<file path="config.mk">
export PLATFORM = sky130hd
export DESIGN_NAME = shared_inv_transformation_iter
export DESIGN_NICKNAME = d
export VERILOG_FILES = /design/src/rtl/shared_inv_transformation_iter.sv
export SDC_FILE = /design/constraint.sdc
export NUM_CORES = 1
export LEC_CHECK = 0
export ABC_CLOCK_PERIOD_IN_PS = 1250
export BUFFER_PORTS_ARGS = -buffer_cell sky130_fd_sc_hd__buf_4
export CAP_MARGIN = 20
export CORE_MARGIN = 3
export CORE_UTILIZATION = 35
export CTS_CLUSTER_DIAMETER = 40
export DETAILED_ROUTE_END_ITERATION = 6
export MAX_ROUTING_LAYER = met4
export PLACE_DENSITY = 0.7
export REMOVE_ABC_BUFFERS = 1
export SLEW_MARGIN = 10
export SYNTH_ARGS = -nofsm -noshare
export SYNTH_HDL_FRONTEND = slang
export SYNTH_SLANG_ARGS = --single-unit
export TNS_END_PERCENT = 30
</file>
<file path="constraint.sdc">
create_clock -name clk -period 1.25 [get_ports clk]
set_input_delay 0.0625 -clock clk [delete_from_list [all_inputs] [get_ports clk]]
set_output_delay 0.0625 -clock clk [all_outputs]
set_load 0.01 [all_outputs]
</file>
<file path="src/rtl/shared_inv_transformation_iter.sv">
// rtl/shared_inv_transformation_iter.sv - iterated masked division by x in GF(2^4) over two shares
module shared_inv_transformation_iter #(
  parameter int LANES = 8
) (
  input  logic                 clk,
  input  logic                 rst,
  input  logic                 in_valid,
  output logic                 in_ready,
  input  logic [3:0]           in_count,
  input  logic [4*LANES-1:0]   in_share0,
  input  logic [4*LANES-1:0]   in_share1,
  output logic                 out_valid,
  input  logic                 out_ready,
  output logic [4*LANES-1:0]   out_share0,
  output logic [4*LANES-1:0]   out_share1,
  output logic                 busy
);

  localparam int W = 4 * LANES;

  typedef enum logic [1:0] {
    IDLE = 2'd0,
    RUN  = 2'd1,
    HOLD = 2'd2
  } state_t;

  state_t         state;
  state_t         state_nxt;
  logic [3:0]     cnt;
  logic [W-1:0]   sh0;
  logic [W-1:0]   sh1;
  logic [W-1:0]   sh0_step;
  logic [W-1:0]   sh1_step;

  // Divide one nibble by x modulo x^4+x+1; inverse of shift-left with 0011 feedback.
  function automatic logic [3:0] div_x(input logic [3:0] b);
    logic [3:0] t;
    t = b ^ 4'b0011;
    if (b[0]) begin
      div_x = {1'b1, t[3:1]};
    end else begin
      div_x = {1'b0, b[3:1]};
    end
  endfunction

  // One inverse step on every lane of both shares; lanes and shares never mix.
  always_comb begin
    sh0_step = '0;
    sh1_step = '0;
    for (int i = 0; i < LANES; i++) begin
      sh0_step[4*i +: 4] = div_x(sh0[4*i +: 4]);
      sh1_step[4*i +: 4] = div_x(sh1[4*i +: 4]);
    end
  end

  // Next-state and handshake outputs.
  always_comb begin
    state_nxt = state;
    in_ready  = 1'b0;
    out_valid = 1'b0;
    busy      = 1'b1;
    case (state)
      IDLE: begin
        in_ready = 1'b1;
        busy     = 1'b0;
        if (in_valid) begin
          state_nxt = (in_count == 4'd0) ? HOLD : RUN;
        end
      end
      RUN: begin
        if (cnt == 4'd1) begin
          state_nxt = HOLD;
        end
      end
      HOLD: begin
        out_valid = 1'b1;
        if (out_ready) begin
          state_nxt = IDLE;
        end
      end
      default: begin
        state_nxt = IDLE;
      end
    endcase
  end

  // State register.
  always_ff @(posedge clk) begin
    if (rst) begin
      state <= IDLE;
    end else begin
      state <= state_nxt;
    end
  end

  // Share registers and step counter: load on accept, step while running, freeze otherwise.
  always_ff @(posedge clk) begin
    if (rst) begin
      cnt <= 4'd0;
      sh0 <= '0;
      sh1 <= '0;
    end else begin
      case (state)
        IDLE: begin
          if (in_valid) begin
            cnt <= in_count;
            sh0 <= in_share0;
            sh1 <= in_share1;
          end
        end
        RUN: begin
          cnt <= cnt - 4'd1;
          sh0 <= sh0_step;
          sh1 <= sh1_step;
        end
        default: begin
          cnt <= cnt;
        end
      endcase
    end
  end

  assign out_share0 = sh0;
  assign out_share1 = sh1;

endmodule

</file>
# Yosys cells after proc, flatten, opt, wreduce, memory -nomap -nowiden
# Cells that the tools add are included.
# W data, S select, Z words.
totals:
  out_inout_bits: 67
  in_bits: 72
  wordCells: 62
  regBits: 70
op_classes:
  addsub: 1
  n_reduce_logical: 5
  n_bitwise: 16
  eq_ne: 6
  muxes: 30
ops:
  columns: ["cell", "count"]
  rows:
  - ["$pmux W32 S2", 2]
  - ["$mux W4", 17]
  - ["$mux W32", 2]
  - ["$not A2 Y2", 16]
  - ["$mux W2", 4]
  - ["$pmux W4 S2", 1]
  - ["$ne A2 B2 Y1 const B", 3]
  - ["$pmux W2 S3", 1]
  - ["$eq A4 B1 Y1 const B", 1]
  - ["$logic_not A4 Y1", 1]
  - ["$sub A4 B1 Y4 const B", 1]
  - ["$mux W1", 3]
  - ["$reduce_and A3 Y1", 1]
  - ["$eq A2 B1 Y1 const B", 1]
  - ["$eq A2 B2 Y1 const B", 1]
  - ["$logic_not A2 Y1", 1]
  - ["$reduce_and A2 Y1", 1]
  - ["$reduce_bool A2 Y1", 1]

# Depth between registers and ports, before layout
depth:
  depth_word: 4
  depth_mapped: 7
  ltp_nobuf: 5

# Least setup slack after synthesis
# No wires, ideal clock.
synth_timing:
  path_type: "flip-flop to flip-flop"
  startpoint: "register state[0]"
  endpoint: "register sh0[16] (netlist: out_share0[16])"
  synth_period_minus_slack_ps: 1352
  arrival_time_ps: 1222
  stages_incl_launch_ff: 8
  t_required_ps: 1120
  n_path_buf: 4
  slack_ps: -102
  setup_time_ps: 130
  path_cell_list: "dfxtp_1 -> buf_6 -> nor2b_1 -> buf_2 -> buf_6 -> buf_6 -> a211oi_1 -> nor3_2"
synth_via:
  elab_chain_cells: 3
  elab_cells_between_ends: 6
  cone_classes: "eq/ne (2); mux (1); reduce/logical (3)"
synth_lines:
  columns: ["element", "line", "text"]
  rows:
  - ["start: declaration", "27", "state_t state;"]
  - ["start signal: assignment", "92", "state <= state_nxt;"]
  - ["$eq A2 B1 Y1 or $logic_not A2 Y1 (tied branches)", "103", "case (state)"]
  - ["$reduce_bool A2 Y1 (no line) or $ne A2 B2 Y1 (tied branches)", null, null]
  - ["$reduce_and A2 Y1 (no line)", null, null]
  - ["end signal: assignment", "107", "sh0 <= in_share0;"]
  - ["end signal: assignment", "113", "sh0 <= sh0_step;"]
  - ["end: declaration", "30", "logic [W-1:0] sh0;"]
# Parallel ways exist; a longest one is shown, timed or not.
# A chain may end at the register's enable or synchronous reset.

# Worst setup path in the final report
layout_timing:
  startpoint: "register state[0]"
  endpoint: "register sh1[28] (netlist: out_share1[28])"
layout_via:
  elab_chain_cells: 3
  elab_cells_between_ends: 6
  cone_classes: "eq/ne (2); mux (1); reduce/logical (3)"
layout_lines:
  columns: ["element", "line", "text"]
  rows:
  - ["$eq A2 B1 Y1 or $logic_not A2 Y1 (tied branches)", "103", null]
  - ["$reduce_bool A2 Y1 (no line) or $ne A2 B2 Y1 (tied branches)", null, null]
  - ["$reduce_and A2 Y1 (no line)", null, null]
  - ["end signal: assignment", "108", "sh1 <= in_share1;"]
  - ["end signal: assignment", "114", "sh1 <= sh1_step;"]
  - ["end: declaration", "31", "logic [W-1:0] sh1;"]
# Parallel ways exist; a longest one is shown, timed or not.

==> run_results.csv <==
group,metric,value,unit
synth,synth_area_leaders,"dfxtp_1 42%, a311oi_1 13%, nand2_1 11%",
routing,ant_nets,0,
synth,synth_top_area_share,41.7,%
run,maxCapViolations,0,
synth,netlist_instances,422,
cells_and_area,diodes,0,
floorplan,initial_core_util,36.2,%
cells_and_area,final_nets,664,
floorplan,core,0.00928,sq mm
routing,via_per_inst,5.34,
clock_tree,clk_pin_slew_worst_paths,0.08,ns
critical_path,critPathMaxStageDelay,0.48,ns
critical_path,reg2reg_slack,-0.12,ns
critical_path,cp.arrival,1.58,ns
sta,fin_skew,0.00944,ns
global_route,antenna_found_initial,0,
routing,routed_wirelength,11800,um
routing,drt-initial-drc-count,142,
global_route,grt_pass1_vias,3700,
power_and_ir_drop,p_leak,2.34,nW
hold_path,whs_endpoint,"out_share1[18]",
power_and_ir_drop,powerDensity,1200,mW/mm^2
synth,async_flop_share,0,%
synth,yosysSeqAreaShare,41.7,%
run_status,violations,"setup timing",
global_route,grt_overflow,0,
floorplan,fp.dieH,104,um
sta,min_period,1.37,ns
global_route,grt_max_degree,71,
cells_and_area,fillers,833,
critical_path,cp-end-kind,"flip-flop",
critical_path,worstSetupPathType,"flip-flop to flip-flop",
routing,drc,0,
critical_path,worstReg2RegEnd,"out_share1[28]",
synth,synth_edf_count,0,
sta,drv_slew,0,
routing,avgRoutedWirePerCell,16.4,um
cells_and_area,final_core_util,59.8,%
synth,synth_most_common_cell,"nand2_1",
sta,worstMarginPinSlew,0.375,ns
critical_path,crit_buf_inv,1,
routing,vias,3849,
place,post-dp-hpwl,7410,um
hold_path,min_from,"in_share1[18]",
place,gp_congestion,0.800,
cells_and_area,multi_input_area,0.00200,sq mm
cells_and_area,drive_above_1_share,42.4,%
critical_path,required,1.46,ns
clock_tree,root_buffer,"clkbuf_8",
synth,synth_ff_type,"dfxtp_1",
sta,hold_viol,0,
hold_path,whs_path_depth,3,
synth,synth_cell_types,30,
sta,rsz0062_at_grt,"true",
cells_and_area,regArea,0.00141,sq mm
clock_tree,cts_tree,"built",
critical_path,rr_worst_depth,4,
global_route,grt_use_total,21.8,%
synth,ys_warn_count,0,
critical_path,crit_chain,"buf_6 > or3b_2 > a21oi_1 > nor3_1",
sta,postLayoutSetupSlackWorst,-0.119,ns
clock_tree,worstSkewPairLatency,0.34,ns
synth,synthesis.area,0.00336,sq mm
critical_path,worstReg2RegStart,"state[0]",
critical_path,worstPathMaxFanout,12,
critical_path,slowest_stage,"or3b_2",
floorplan,die_area,0.0108,sq mm
synth,synth.ff_latch_count,70,
sta,setup_viol,63,
floorplan,fp-row-count,35,
clock_tree,h-tree-depth,3,
synth,syn_avg_cell_area,7.95,sq um
global_route,grt_pass1_wl,18900,um
critical_path,worstSetupStartpointType,"flip-flop",
floorplan,die_w,104,um
critical_path,worst_path_dominant_cell_family,"simple AND/OR/NAND/NOR gates",
sta,max_slew_margin,75.0,%
cells_and_area,syn_to_final_growth,65.3,%
run_status,status,"finished, violations left",
clock_tree,clockBufferDepth,2,
sta,clock.fmax,730,MHz
place,port_buffers,138,
synth,synth_top_cell_by_area,"dfxtp_1",
hold_path,hold_path_class,"primary input to flip-flop",
sta,hold_slack,0.00306,ns
clock_tree,clkSinkCount,70,
clock_tree,numCtsBuffers,9,
power_and_ir_drop,ir_drop,0.641,mV
floorplan,ios,139,
sta,finalCritPeriodShare,110,%
routing,first_pass_iters,4,
synth,yosys-top-cells-count,"97 x nand2_1, 70 x dfxtp_1, 50 x nor2_1",
[layout by cell type, fill, tap and decap left out, types with 2 or more instances in the layout]
cell type	n
buf_4	147
nand2_1	96
dfxtp_1	68
nor2_1	48
a311oi_1	31
dlygate4sd3_1	28
a311oi_2	18
nand3_1	17
nor3_1	15
a211oi_2	13
a21oi_2	12
clkbuf_8	11
buf_12	11
buf_6	10
or3b_1	8
a21oi_1	8
or3b_4	7
a211oi_1	6
inv_1	4
nor3_2	3
nand2b_1	3
or3b_2	3
buf_16	3
nor2b_4	2
ha_1	2
clkinv_2	2
dfxtp_4	2
[tightest hold or removal path, cell delays in order]
cell      delay, ns
buf_4          0.11
nand2_1        0.05
a311oi_1       0.08
[worst max path at each step]
stage | from | to | slack, ns | cells past startpoint
final | state[0] | out_share1[28] | -0.12 | 4
after global routing | state[1] | out_share1[30] | -0.17 | 6
after CTS | state[1] | out_share1[30] | -0.09 | 6
after detailed placement | state[1] | out_share0[14] | -0.13 | 5
after global placement | state[0] | out_share1[28] | -0.08 | 4
after floorplan | state[0] | cnt[3] | -2.58 | 3
[layout make-up]
type	count	share of cell area [%]
sequential	70	25.4
inverter	4	0.271
timing repair buffer	199	32.4
tap	129	2.91
multi-input combinational	306	36.1
clock buffer	11	2.73
clock inverter	2	0.180
[power by group]
group	switching, mW	internal (mW)	total (mW)	leakage, nW
Clock	0.826	0.790	1.62	0.0869
Combinational	1.07	1.19	2.26	1.67
Sequential	0.294	2.50	2.80	0.583
Total	2.19	4.49	6.67	2.34
[layer usage]
layer | part of all wire (%) | global-route usage [%] | vias up
met3 | 6.0 | 3.91 | 19
met4 | 1.7 | 7.03 | 0
met2 | 49 | 35.3 | 140
li1 | - | - | 1842
met1 | 43 | 27.8 | 1848
met5 | 0 | - | -
[metrics by stage]
step                      setup TNS [ns]  instances  setup WS (ns)  power [mW]  area [sq um]
after detailed placement           -4.44        673         -0.129        4.68          4650
final                              -3.71        721         -0.119        6.67          5550
after global placement             -1.41        673        -0.0831        4.63          4650
after CTS                          -3.33        721        -0.0899        6.60          5400
after global routing               -7.75        721         -0.175        7.02          5550
after floorplan                  -171.56        380          -2.58        3.62          3130
[what timing repair did]
action | 4_1_cts | 5_1_grt
resized for setup | 49 | 30
pin swaps | 20 | 8
endpoints found under the setup margin | 70 | 72
setup buffers | 4 | 0
cloned | 3 | 0
hold buffers | 28 | 0
hold endpoints to repair | 28 | 0
[cell families after synthesis]
logic type,count (synthesis),synth area share [%]
AOI/OAI and AO/OA,94,21.4
and+or+nand+nor,210,28.9
buffers and inverters,46,7.23
adders and majority gates,2,0.745
DFF,70,41.7
[state kept, by name, indices dropped and copies added (netlist names)]
name / cells
out_share1: 32
out_share0: 32
state: 2
cnt: 4
Note: power is estimated with default switching activity, not from simulation.
